==> config.mk <==
export PLATFORM = sky130hd
export DESIGN_NAME = sc_lsu
export DESIGN_NICKNAME = d
export VERILOG_FILES = /design/src/rtl/sc_core_pkg.sv /design/src/rtl/sc_lsu_align.sv /design/src/rtl/sc_lsu.sv
export SDC_FILE = /design/constraint.sdc
export NUM_CORES = 1
export LEC_CHECK = 0
export BUFFER_PORTS_ARGS = -buffer_cell sky130_fd_sc_hd__buf_2
export CAP_MARGIN = 10
export CORE_UTILIZATION = 54
export DETAILED_ROUTE_END_ITERATION = 16
export PLACE_DENSITY_LB_ADDON = 0.12
export SYNTH_ARGS = -nofsm -noshare
export SYNTH_HDL_FRONTEND = slang
export SYNTH_HIERARCHICAL = 1
export SYNTH_SLANG_ARGS = --single-unit
==> constraint.sdc <==
create_clock -name Clk -period 6 [get_ports Clk]
set_input_delay 1.2 -clock Clk [delete_from_list [all_inputs] [get_ports Clk]]
set_output_delay 1.2 -clock Clk [all_outputs]
set_load 0.05 [all_outputs]
==> src/rtl/sc_core_pkg.sv <==
// Shared types and constants for the single-cycle core: opcodes, LSU state,
// memory access widths and LSU exception causes.
package sc_core_pkg;

    // Data memory window in byte addresses
    localparam int unsigned D_MEM_OFFSET = 61440;
    localparam int unsigned D_MEM_SIZE   = 65536;

    typedef logic [6:0] t_opcode;

    localparam t_opcode OPC_LOAD  = 7'b0000011;
    localparam t_opcode OPC_STORE = 7'b0100011;

    typedef enum logic [2:0] {
        LSU_IDLE,
        LSU_REQ,
        LSU_WAIT_RSP,
        LSU_DONE,
        LSU_EXC
    } t_lsu_state;

    typedef enum logic [2:0] {
        MEM_LB,
        MEM_LH,
        MEM_LW,
        MEM_LBU,
        MEM_LHU,
        MEM_SB,
        MEM_SH,
        MEM_SW
    } t_mem_width;

    typedef enum logic [1:0] {
        EXC_ILLEGAL        = 2'b00,
        EXC_LOAD_MISALIGN  = 2'b01,
        EXC_STORE_MISALIGN = 2'b10,
        EXC_ACCESS_FAULT   = 2'b11
    } t_lsu_exc;

endpackage

==> src/rtl/sc_lsu_align.sv <==
// Combinational lane logic: store data replication / byte enables and
// load byte/halfword extraction with sign or zero extension.
module sc_lsu_align
    import sc_core_pkg::*;
(
    input  t_mem_width  width,
    input  logic [1:0]  addr_lo,
    input  logic [31:0] store_data,
    input  logic [31:0] rd_data,
    output logic [3:0]  byte_en,
    output logic [31:0] wr_data,
    output logic [31:0] ld_data
);

    logic [7:0]  byte_sel;
    logic [15:0] half_sel;

    // Pick the addressed byte and halfword out of the returned word
    always_comb begin
        byte_sel = rd_data[7:0];
        unique case (addr_lo)
            2'd0: byte_sel = rd_data[7:0];
            2'd1: byte_sel = rd_data[15:8];
            2'd2: byte_sel = rd_data[23:16];
            2'd3: byte_sel = rd_data[31:24];
            default: byte_sel = rd_data[7:0];
        endcase
        half_sel = addr_lo[1] ? rd_data[31:16] : rd_data[15:0];
    end

    // Lane enables, write data replication and load extension per width
    always_comb begin
        byte_en = 4'b0000;
        wr_data = 32'h0;
        ld_data = 32'h0;
        case (width)
            MEM_LB, MEM_LBU, MEM_SB: byte_en = 4'b0001 << addr_lo;
            MEM_LH, MEM_LHU, MEM_SH: byte_en = addr_lo[1] ? 4'b1100 : 4'b0011;
            default:                 byte_en = 4'b1111;
        endcase
        case (width)
            MEM_SB:  wr_data = {4{store_data[7:0]}};
            MEM_SH:  wr_data = {2{store_data[15:0]}};
            default: wr_data = store_data;
        endcase
        case (width)
            MEM_LB:  ld_data = {{24{byte_sel[7]}}, byte_sel};
            MEM_LBU: ld_data = {24'h0, byte_sel};
            MEM_LH:  ld_data = {{16{half_sel[15]}}, half_sel};
            MEM_LHU: ld_data = {16'h0, half_sel};
            default: ld_data = rd_data;
        endcase
    end

endmodule

==> src/rtl/sc_lsu.sv <==
// Load/store unit: decodes and checks LOAD/STORE, issues one word-aligned
// data memory request, stalls the core until done, returns extended load data.
module sc_lsu
    import sc_core_pkg::*;
(
    input  logic        Clk,
    input  logic        Rst,
    input  logic        LsuValid,
    input  logic [6:0]  LsuOpcode,
    input  logic [2:0]  LsuFunct3,
    input  logic [31:0] LsuAddr,
    input  logic [31:0] LsuStoreData,
    input  logic [4:0]  LsuRd,
    output logic        LsuStall,
    output logic        DMemReq,
    output logic        DMemWr,
    output logic [31:0] DMemAddr,
    output logic [3:0]  DMemByteEn,
    output logic [31:0] DMemWrData,
    input  logic        DMemGnt,
    input  logic        DMemRspValid,
    input  logic [31:0] DMemRdData,
    output logic        WbValid,
    output logic [4:0]  WbRd,
    output logic [31:0] WbData,
    output logic        LsuExcValid,
    output logic [1:0]  LsuExcCause
);

    t_lsu_state  state_q, state_d;
    t_mem_width  width_q, dec_width, align_width;
    logic [1:0]  addr_lo_q, align_addr_lo;
    logic [4:0]  rd_q;
    logic        wr_q;
    logic [31:0] addr_q, wdata_q, wb_data_q;
    logic [3:0]  be_q;
    logic [1:0]  cause_q;
    logic        is_mem, is_store, illegal, misalign, out_of_range, fault;
    logic [1:0]  fault_cause;
    logic [32:0] addr_ext;
    logic [3:0]  al_byte_en;
    logic [31:0] al_wr_data, al_ld_data;

    assign is_mem   = LsuValid && (LsuOpcode == OPC_LOAD || LsuOpcode == OPC_STORE);
    assign is_store = (LsuOpcode == OPC_STORE);
    assign addr_ext = {1'b0, LsuAddr};

    // Decode width and classify faults: illegal > misaligned > out of range
    always_comb begin
        dec_width = MEM_LW;
        illegal   = 1'b0;
        case (LsuFunct3)
            3'b000:  dec_width = is_store ? MEM_SB : MEM_LB;
            3'b001:  dec_width = is_store ? MEM_SH : MEM_LH;
            3'b010:  dec_width = is_store ? MEM_SW : MEM_LW;
            3'b100:  begin dec_width = MEM_LBU; illegal = is_store; end
            3'b101:  begin dec_width = MEM_LHU; illegal = is_store; end
            default: illegal = 1'b1;
        endcase
        case (dec_width)
            MEM_LH, MEM_LHU, MEM_SH: misalign = LsuAddr[0];
            MEM_LW, MEM_SW:          misalign = (LsuAddr[1:0] != 2'b00);
            default:                 misalign = 1'b0;
        endcase
        out_of_range = (addr_ext < 33'(D_MEM_OFFSET))
                    || (addr_ext >= 33'(D_MEM_OFFSET) + 33'(D_MEM_SIZE));
        fault       = illegal || misalign || out_of_range;
        fault_cause = EXC_ACCESS_FAULT;
        if (illegal)       fault_cause = EXC_ILLEGAL;
        else if (misalign) fault_cause = is_store ? EXC_STORE_MISALIGN : EXC_LOAD_MISALIGN;
    end

    // In IDLE the aligner formats the incoming store; afterwards it extracts the load
    assign align_width   = (state_q == LSU_IDLE) ? dec_width : width_q;
    assign align_addr_lo = (state_q == LSU_IDLE) ? LsuAddr[1:0] : addr_lo_q;

    sc_lsu_align u_align (
        .width      (align_width),
        .addr_lo    (align_addr_lo),
        .store_data (LsuStoreData),
        .rd_data    (DMemRdData),
        .byte_en    (al_byte_en),
        .wr_data    (al_wr_data),
        .ld_data    (al_ld_data)
    );

    // Next-state logic
    always_comb begin
        state_d = state_q;
        case (state_q)
            LSU_IDLE:     if (is_mem) state_d = fault ? LSU_EXC : LSU_REQ;
            LSU_REQ:      if (DMemGnt) state_d = wr_q ? LSU_DONE : LSU_WAIT_RSP;
            LSU_WAIT_RSP: if (DMemRspValid) state_d = LSU_DONE;
            LSU_DONE:     state_d = LSU_IDLE;
            LSU_EXC:      state_d = LSU_IDLE;
            default:      state_d = LSU_IDLE;
        endcase
    end

    // State and latched request/response fields
    always_ff @(posedge Clk or posedge Rst) begin
        if (Rst) begin
            state_q   <= LSU_IDLE;
            width_q   <= MEM_LB;
            addr_lo_q <= 2'b00;
            rd_q      <= 5'd0;
            wr_q      <= 1'b0;
            addr_q    <= 32'h0;
            be_q      <= 4'h0;
            wdata_q   <= 32'h0;
            wb_data_q <= 32'h0;
            cause_q   <= 2'b00;
        end else begin
            state_q <= state_d;
            if (state_q == LSU_IDLE && is_mem) begin
                if (fault) begin
                    cause_q <= fault_cause;
                end else begin
                    width_q   <= dec_width;
                    addr_lo_q <= LsuAddr[1:0];
                    rd_q      <= LsuRd;
                    wr_q      <= is_store;
                    addr_q    <= {LsuAddr[31:2], 2'b00};
                    be_q      <= al_byte_en;
                    wdata_q   <= is_store ? al_wr_data : 32'h0;
                end
            end
            if (state_q == LSU_WAIT_RSP && DMemRspValid) begin
                wb_data_q <= al_ld_data;
            end
        end
    end

    assign LsuStall    = (state_q == LSU_IDLE && is_mem)
                      || state_q == LSU_REQ || state_q == LSU_WAIT_RSP;
    assign DMemReq     = (state_q == LSU_REQ);
    assign DMemWr      = wr_q;
    assign DMemAddr    = addr_q;
    assign DMemByteEn  = be_q;
    assign DMemWrData  = wdata_q;
    assign WbValid     = (state_q == LSU_DONE) && !wr_q;
    assign WbRd        = rd_q;
    assign WbData      = wb_data_q;
    assign LsuExcValid = (state_q == LSU_EXC);
    assign LsuExcCause = cause_q;

endmodule

==> run metrics, run 1 <==
status=finished clean; CP max FO=36; die width=110 µm; VDD IR max=0.211 mV; buffers inserted by post-CTS timing repair=0; RSZ-0062 raised after global routing=false; Post-Synthesis Cells=~600; global-route wire length before repair=25.6 mm; Post-Synthesis Cell Area=6280 µm²; share of layout cells above drive strength 1=43.4%; LEAKAGE=between 4 and 5 nW; internal power=approximately 1.5 mW; core area=11400 µm²; Post-synth top flop=dfrtp_1; worst hold stages=1; sw frac=a little under a quarter; Critical Path AT=4.74 ns; Worst R2R Setup Slack=2.44 ns; # diodes=0; crit-path leading delay family=simple AND/OR/NAND/NOR gates; crit-path max cell delay=0.78 ns; Final GP Congestion=between 0.9 and 1; CP Buf/Inv Count=2; Logic pwr share=10.9%; Reg power frac=roughly two fifths; Mapped Avg Cell Area=10.4 µm²; Power Density=254 nW/µm²; initial DRC count=between 400 and 500; slew at the pin closest to its max-slew limit=between 1 and 1.5 ns; Util after Layout=between 60% and 70%; final setup TNS=0 ns; Async SR Flop Fraction=100%; startpoint type of the worst setup path=input port; fin cells=958; mean number of vias per cell=5.64; synthesized flop and latch total=about 110; initial antenna violation count=0; largest net degree at the start of global routing=63; gr ovfl total=0; CTS sink cnt=114; Clock power frac=50.8%; TritonCTS clock tree=done; HP Class=reg2reg; max-slew violations=0; CTS clk-pin slew, worst paths=0.05 ns; element type at the critical path end=flip-flop; Hold Path End=DMemAddr[22]$_DFFE_PP0P_; Buffers on Ports=225; Post-Route WL=roughly 16 mm; Crit path required time=6.28 ns; Cells after DPL=927; CTS Buf Count=17; worst-path cell chain=buf_2 -> nor2_1 -> and3_1 -> buf_4 -> a2bb2oi_1 -> a21oi_1 -> and2_0 -> nand2b_1 -> mux2_2 -> nand2_1 -> mux2i_1; area grow syn2layout=26.6%; I/O Pins=228; Max Cap Viol=0; Post-CTS Hold Fix Bufs=0; post-synthesis cell type count=53; Sw Pwr=0.477 mW; placed cell area=about 7300 µm²; post-route clock period utilization=74.4%; FF-to-FF Start=state_q[2]$_DFFE_PP0P_; TritonRoute pass-1 iters=7; WL per Instance=17.1 µm; Max clock buf depth=2; CTS root buf=clkbuf_16; clock skew=0.00569 ns; vias in the first global route=5174; Die Y=110 µm; Post-synth EDFFs=0; Row Count=39; reg-to-reg endpoint=DMemWrData[13]$_DFFE_PP0P_; Ys Warns=6; total power=roughly 2.0 mW; fin nets=919; GR Util All Layers=28.2%; Routed Antenna Nets=0; register area share after synthesis=45.4%; Crit-path slowest cell=and2_0; H-tree Lvls=4; Hold Startpoint=DMemAddr[22]$_DFFE_PP0P_; Skew-Pair Late Insertion Delay=0.41 ns; Die ar.=12100 µm²; residual DRC count=0; # setup viols final=0; Tmin final=4.47 ns; CTS resizes=0; final hold viol count=0; hpwl dp=11.7 mm; Max Fclk=224 MHz; Final Cell Area=7950 µm²; crit path kind=in2reg; worst reg-to-reg path cell count=8; Worst slew margin=27.5%; Initial Util=55.2%; vias=about 5400
==> kinds of logic (layout without fill, tap and decap cells) <==
kind of cell / count (synthesis) / in the layout / synth area share, %
xor+xnor: 1 / 1 / 0.139
compound gates: 107 / 107 / 10.9
mux: 121 / 121 / 22.5
simple gates: 169 / 169 / 13.7
other cells: 1 / 2 / 0.0597
buf+inv: 89 / 301 / 7.31
flops: 114 / 114 / 45.4
==> final cells by class <==
cell class,instances,area [µm²]
well taps,143,179
clock buffers,22,474
inverters,38,145
clock inverters,9,130
multi-input cells,400,2990
flip-flops and latches,114,2850
repair buffers,232,1180
fillers,890,3420
==> power by group through the flow <==
stage	combinational [mW]	clock, mW	sequential (mW)
4_1_cts	0.218	1.04	0.772
3_5_place_dp	0.217	0	0.785
3_3_place_gp	0.212	0	0.785
6_report	0.220	1.02	0.772
2_1_floorplan	0.136	0	0.792
5_1_grt	0.240	1.07	0.772
==> sequential cells by signal (all words and copies together) (netlist names) <==
| name | cells |
|---|---|
| WbRd | 5 |
| addr_lo_q | 2 |
| LsuExcCause | 2 |
| width_q | 3 |
| DMemByteEn | 4 |
| DMemWrData | 32 |
| state_q | 3 |
| WbData | 32 |
| DMemAddr | 30 |
| DMemWr | 1 |
==> routing by layer <==
| metal | part of all wire, % | global-route usage (%) | up-vias |
|---|---|---|---|
| li1 | - | - | 2503 |
| met1 | 40 | 35.3 | 2601 |
| met2 | 49 | 45.7 | 279 |
| met3 | 9.4 | 8.60 | 23 |
| met4 | 1.7 | 10.9 | 0 |
| met5 | 0 | 0 | - |
==> worst register-to-register path, stage by stage (launching register included) <==
cell	delay [ns]
dfrtp_1	0.48
nor3_4	0.48
nor2_1	0.08
a21oi_1	0.70
and2_0	0.78
nand2b_1	0.42
mux2_2	0.37
nand2_1	0.06
mux2i_1	0.07
==> stage by stage <==
step                      hold slack [ns]  setup WS [ns]
after floorplan                     0.460           1.78
after global placement              0.463           1.37
after detailed placement            0.465           1.23
after CTS                           0.482           1.61
after global routing                0.490           1.12
final                               0.480           1.53
==> cell usage in the layout (no fill, tap or decap), drive strengths merged, types with 16 or more instances in the layout <==
cell	synthesis	final
buf	38	232
dfrtp	114	114
mux2	79	79
nand2	70	70
inv	38	38
mux2i	34	34
a21oi	32	32
o21ai	30	30
nor2	23	23
clkbuf	13	22
nand3	19	19
and2	16	16
==> synthesized netlist by cell type, drive strengths merged, types with 5 or more instances <==
master,instances,area share (%)
a211oi,10,1.2
a21oi,32,2.5
a32oi,8,1.1
and2,16,1.6
buf,38,4.2
clkbuf,13,0.80
dfrtp,114,45
inv,38,2.3
mux2,79,14
mux2i,34,5.4
mux4,8,2.9
nand2,70,4.2
nand2b,7,0.70
nand3,19,1.5
nor2,23,1.4
nor2b,6,0.60
nor3,11,1.1
nor4,5,0.74
o211ai,11,1.6
o21ai,30,2.5
o22ai,8,0.80
==> how the worst max path moves through the flow <==
stage | start | cells after the start | endpoint
2_1_floorplan | Rst | 1 | DMemAddr[10]$_DFFE_PP0P_
3_3_place_gp | LsuOpcode[2] | 11 | DMemWrData[9]$_DFFE_PP0P_
5_1_grt | LsuOpcode[4] | 11 | DMemWrData[8]$_DFFE_PP0P_
4_1_cts | LsuOpcode[4] | 11 | DMemWrData[13]$_DFFE_PP0P_
3_5_place_dp | LsuOpcode[4] | 11 | DMemWrData[13]$_DFFE_PP0P_
6_report | LsuOpcode[4] | 11 | DMemWrData[13]$_DFFE_PP0P_
(Power assumes the default switching activity.)
==> inputs of run 2 (changes only) <==
--- a/config.mk
+++ b/config.mk
@@ -5,9 +5,10 @@
 export SDC_FILE = /design/constraint.sdc
 export NUM_CORES = 1
 export LEC_CHECK = 0
+export ABC_AREA = 1
 export BUFFER_PORTS_ARGS = -buffer_cell sky130_fd_sc_hd__buf_2
 export CAP_MARGIN = 10
-export CORE_UTILIZATION = 54
+export CORE_UTILIZATION = 45
 export DETAILED_ROUTE_END_ITERATION = 16
 export PLACE_DENSITY_LB_ADDON = 0.12
 export SYNTH_ARGS = -nofsm -noshare
==> constraint.sdc (replaced) <==
create_clock -name Clk -period 3.6 [get_ports Clk]
set_input_delay 0.72 -clock Clk [delete_from_list [all_inputs] [get_ports Clk]]
set_output_delay 0.72 -clock Clk [all_outputs]
set_load 0.05 [all_outputs]
==> run 2 against run 1 <==
Against the previous run: final area is 1.3% lower; combinational power rose to 9.2 times the previous value; clock skew grew 0.0023 ns; flip-flop and latch count is the same; routed wire length shrank 2.5%; critical path depth shrank 2; global-route usage down 4.0 points; setup slack worse by 0.79 ns.
==> run metrics, run 2 <==
status=finished clean; Die ar.=approximately 14000 µm²; synthesized flop and latch total=between 100 and 150; worst-path cell chain=inv_1 -> nand3_1 -> o21ai_0 -> buf_4 -> clkinv_1 -> nand3_1 -> nand3_2 -> nand3_1 -> mux2_2; Util after Layout=60.9%; element type at the critical path end=flip-flop; Mapped Avg Cell Area=7.72 µm²; mux cell area share after synthesis=5.96%; startpoint type of the worst setup path=flip-flop; WL per Instance=13.6 µm; commonest non-fill, non-tap cell in the layout=nand2_1; largest area contributor in the netlist=dfrtp_1; CTS sink cnt=114; most frequent cells in the layout=277 x nand2_1, 225 x buf_2, 114 x dfrtp_1; vias=approximately 5600; final setup TNS=0 ns; Synth Area in XOR/XNOR=0%; crit path kind=reg2reg; # diodes=0; GR Util All Layers=24.2%; Max Cap Viol=0; Post-synth EDFFs=0; I/O Pins=228; register area share after synthesis=47.2%; most frequent cells after synthesis=277 x nand2_1, 114 x dfrtp_1, 108 x inv_1; crit-path most repeated cell=nand3_1; Final GP Congestion=approximately 0.83; Row Count=a little over 40; Skew-Pair Late Insertion Delay=between 0.4 and 0.5 ns; Routed Antenna Nets=0; final hold viol count=0; total power=approximately 5.3 mW; initial DRC count=350; Die Y=approximately 120 µm; H-tree Lvls=4; clock skew=0.00803 ns; Post-Route WL=16.0 mm; Critical Path AT=3.21 ns; largest cells by area after synthesis=dfrtp_1 47%, nand2_1 17%, inv_1 6.7%, mux2_2 6.0%, nand3_1 5.5%; VDD IR max=0.655 mV; Yosys top cell area share=47.2%; post-synthesis simple-gate area fraction=27.2%; Crit path required time=slightly below 4 ns; Power Density=slightly below 700 nW/µm²; # setup viols final=0; global-route wire length before repair=26.6 mm; RSZ-0062 raised after global routing=false; Crit-path slowest cell=nand3_2; Ys Warns=6; post-synthesis adder-cell area fraction=0%; LEAKAGE=~4.7 nW; fin nets=1111; share of layout cells above drive strength 1=32.2%; CP max FO=24; HP Class=reg2reg; Post-CTS Hold Fix Bufs=0; mean number of vias per cell=roughly 4.8; Worst slew margin=between 50% and 60%; die width=118 µm; TritonRoute pass-1 iters=5; area grow syn2layout=29.7%; Max Fclk=351 MHz; crit-path max cell delay=0.41 ns; TritonCTS clock tree=done; slew at the pin closest to its max-slew limit=0.619 ns; buffers inserted by post-CTS timing repair=0; CTS clk-pin slew, worst paths=0.05 ns; post-route clock period utilization=79.2%; Post-Synthesis Cell Area=6050 µm²; most common cell in the netlist=nand2_1; hpwl dp=around 11 mm; vias in the first global route=5401; max-slew violations=0; post-synthesis cell type count=30; CTS Buf Count=17; WHS=around 0.46 ns; Max clock buf depth=2; Post-Synthesis Cells=approximately 800; Synth Area in Compound Gates=7.99%; largest net degree at the start of global routing=115; gr ovfl total=0; Buffers on Ports=225; CTS resizes=0; initial antenna violation count=1; Tmin final=2.85 ns; Post-synth top flop=dfrtp_1; residual DRC count=0; CTS root buf=clkbuf_16; largest family of logic cells by synthesized area=simple AND/OR/NAND/NOR gates; Async SR Flop Fraction=between 90% and 100%; core area=around 13000 µm²; Initial Util=47.0%
==> run 2: changes by cell type in the layout (fill, tap and decap cells not counted), moves of 10 or more <==
cell,delta
nand2_1,+207
inv_1,+70
nand3_1,+48
mux2_2,-38
mux2i_1,-34
a21oi_1,-30
o21ai_1,+30
o21ai_0,+17
and2_1,-15
a211oi_1,-10
==> run 2: report_power, final <==
group / internal, mW / switching [mW]
sequential: 1.47 / 0.0930
combinational: 0.573 / 1.45
clock: 1.18 / 0.576
==> run 2: area by class of cell <==
| type | count | area (µm²) |
|---|---|---|
| Clock inverter | 9 | 156 |
| Multi-Input combinational cell | 513 | 2500 |
| Tap cell | 172 | 215 |
| Sequential cell | 114 | 2850 |
| Timing Repair Buffer | 235 | 1230 |
| Clock buffer | 21 | 460 |
| Fill cell | 1286 | 5030 |
| Inverter | 114 | 432 |
==> run 2: path summary, 6_finish.rpt <==
| path | from | end | slack, ns | depth (start not counted) |
|---|---|---|---|---|
| worst max-delay path | state_q[1]$_DFFE_PP0P_ | WbData[10]$_DFFE_PP0P_ | 0.75 | 9 |
| worst min-delay path | DMemAddr[18]$_DFFE_PP0P_ | DMemAddr[18]$_DFFE_PP0P_ | 0.46 | 2 |
| worst max register to register | state_q[1]$_DFFE_PP0P_ | WbData[10]$_DFFE_PP0P_ | 0.75 | 9 |
| worst min register to register | DMemAddr[18]$_DFFE_PP0P_ | DMemAddr[18]$_DFFE_PP0P_ | 0.46 | 2 |
| max in group asynchronous | Rst | WbData[1]$_DFFE_PP0P_ | 2.68 | 3 |
| min in group asynchronous | Rst | DMemWrData[31]$_DFFE_PP0P_ | 0.50 | 3 |
==> run 2: kinds of logic after synthesis <==
| group | after synthesis |
|---|---|
| compound gates | 89 |
| buf+inv | 157 |
| flops | 114 |
| mux | 32 |
| other cells | 1 |
| simple gates | 390 |
==> run 2: per-layer routing <==
layer / vias up / wire (µm) / global-route usage, %
met5: - / 12 / 0
met4: 2 / 201 / 9.05
met3: 20 / 1070 / 7.17
met2: 189 / 7520 / 39.7
met1: 2537 / 7180 / 30.0
li1: 2867 / - / -
==> run 2: critical path: cells and delay by family, from the launching register on <==
| family | cells | cell delay, ns |
|---|---|---|
| DFF | 1 | 0.38 |
| AOI/OAI and AO/OA | 1 | 0.31 |
| muxes | 1 | 0.17 |
| and+or+nand+nor | 4 | 1.28 |
| buffers and inverters | 3 | 0.63 |
==> run 2: metrics by stage <==
stage                     cell area, µm²  worst slack [ns]  std cells
after floorplan                     6050             0.513        784
after global placement              7230             0.562       1148
after detailed placement            7230             0.496       1148
after CTS                           7840             0.758       1178
after global routing                7840             0.458       1178
final                               7840             0.748       1178
==> inputs of run 3 (changes only) <==
==> constraint.sdc (replaced) <==
create_clock -name Clk -period 2.57 [get_ports Clk]
set_input_delay 0.514 -clock Clk [delete_from_list [all_inputs] [get_ports Clk]]
set_output_delay 0.514 -clock Clk [all_outputs]
set_load 0.05 [all_outputs]
==> run 3 against run 2 <==
Against the previous run: maximum frequency is 25% higher; global-route usage is 0.44 points lower; register-to-register slack worse by 0.47 ns; core utilization is 1.0 points higher; routed wire length is 1.9% lower; critical path depth is 1 higher; critical path type unchanged; critical endpoint is now WbData[8]$_DFFE_PP0P_; largest power group unchanged.
==> run metrics, run 3 (synthesized netlist as in run 2, its figures left out) <==
Crit path required time=2.92 ns; crit-path leading delay family=simple AND/OR/NAND/NOR gates; Initial Util=between 40% and 50%; CP max FO=16; max-slew violations=0; fin nets=1121; worst-path cell chain=inv_1 -> nand3_2 -> o21ai_1 -> inv_2 -> nor2_1 -> nand2_1 -> nand2_2 -> nand2_1 -> nand3_1 -> mux2_2; area grow syn2layout=31.9%; Routed Antenna Nets=0; status=finished clean; vias in the first global route=5456; placed cell area=7340 µm²; Skew-Pair Late Insertion Delay=approximately 0.42 ns; met3 routed WL=about 880 µm; Row Count=41; CTS sink cnt=roughly 110; Buffers on Ports=225; # setup viols final=0; CTS clk-pin slew, worst paths=roughly 0.05 ns; post-route clock period utilization=about nine tenths; total power=7.63 mW; Tmin final=roughly 2.3 ns; GR Util All Layers=23.8%; Max Cap Viol=0; element type at the critical path end=flip-flop; hpwl dp=11.1 mm; residual DRC count=0; # diodes=0; CP Buf/Inv Count=2; crit-path max cell delay=slightly below 0.4 ns; Worst slew margin=59.3%; most frequent cells in the layout=277 x nand2_1, 225 x buf_2, 114 x dfrtp_1; global-route wire length before repair=roughly 26 mm; Final WS setup=0.282 ns; vias=5702; clock skew=0.00919 ns; Max clock buf depth=2; Final GP Congestion=0.837; max layer used=met4; crit-path most repeated cell=nand2_1; die width=between 100 and 150 µm; gr ovfl total=0; RSZ-0062 raised after global routing=false; LEAKAGE=4.76 nW; VDD IR max=between 0.8 and 0.9 mV; Cells after DPL=between 1000 and 1500; largest net degree at the start of global routing=115; crit path kind=reg2reg; CTS root buf=clkbuf_16; initial antenna violation count=0; core area=about 13000 µm²; Crit-path slowest cell=dfrtp_1; TritonCTS clock tree=done; startpoint type of the worst setup path=flip-flop; HP Class=in2async; final hold viol count=0; Die Y=118 µm; Setup WS pre-CTS=-0.0348 ns; Post-Route WL=15.7 mm; H-tree Lvls=4; share of layout cells above drive strength 1=33.2%; initial DRC count=358; commonest non-fill, non-tap cell in the layout=nand2_1; fin cells=1189; I/O Pins=228; Power Density=about 960 nW/µm²; slew at the pin closest to its max-slew limit=0.611 ns; Die ar.=13900 µm²; Final Cell Area=7970 µm²; Max Fclk=437 MHz; DR WL met2=7.54 mm; Critical Path AT=approximately 2.6 ns; buffers inserted by post-CTS timing repair=0; mean number of vias per cell=roughly 4.8; WL per Instance=between 10 and 15 µm; TritonRoute pass-1 iters=5; CTS Buf Count=17; met1 wire length=around 7.0 mm
run 3: layout make-up:
| cell class | instances | area (µm²) |
|---|---|---|
| clock inverter | 11 | 185 |
| inverter | 114 | 432 |
| multi-input combinational | 513 | 2520 |
| fill | 1210 | 4900 |
| clock buffer | 20 | 447 |
| tap | 172 | 215 |
| sequential | 114 | 2850 |
| timing repair buffer | 245 | 1330 |
run 3: layer usage:
metal  up-vias  GRT usage [%]
met1      2627           30.5
met5         -              0
li1       2890              -
met3        20           6.49
met4         0           8.33
met2       165           38.4
run 3: tightest hold or removal path, stage by stage:
cell	delay [ns]
buf_2	0.11
clkinvlp_4	0.07
buf_12	0.45
run 3: stage by stage:
step	hold slack, ns	setup TNS, ns	utilization [%]
2_1_floorplan	0.453	0	-
3_3_place_gp	0.444	0	57.0
3_5_place_dp	0.447	-0.642	57.0
4_1_cts	0.321	0	61.9
5_1_grt	0.338	0	61.9
6_report	0.279	0	61.9
run 3: what timing repair did:
| item | 4_1_cts | 5_1_grt |
|---|---|---|
| hold buffers | 0 | 0 |
| endpoints found under the setup margin | 0 | 30 |
| resized for setup | 0 | 1 |
run 3: worst paths after layout:
| kind | start | slack, ns | cells past startpoint | end |
|---|---|---|---|---|
| min reg2reg | DMemAddr[25]$_DFFE_PP0P_ | 0.46 | 2 | DMemAddr[25]$_DFFE_PP0P_ |
| max | state_q[0]$_DFFE_PP0P_ | 0.28 | 10 | WbData[8]$_DFFE_PP0P_ |
| max reg2reg | state_q[0]$_DFFE_PP0P_ | 0.28 | 10 | WbData[8]$_DFFE_PP0P_ |
| min | Rst | 0.28 | 3 | DMemAddr[30]$_DFFE_PP0P_ |
| min in group Clk | LsuAddr[4] | 0.35 | 3 | DMemAddr[4]$_DFFE_PP0P_ |
| max in group asynchronous | Rst | 1.83 | 3 | DMemAddr[7]$_DFFE_PP0P_ |
run 3: where the power goes:
group          total, mW  internal [mW]  switching [mW]  leakage, nW
combinational       2.90          0.875            2.03         2.91
clock               2.54           1.73           0.809        0.306
sequential          2.18           2.06           0.129         1.54
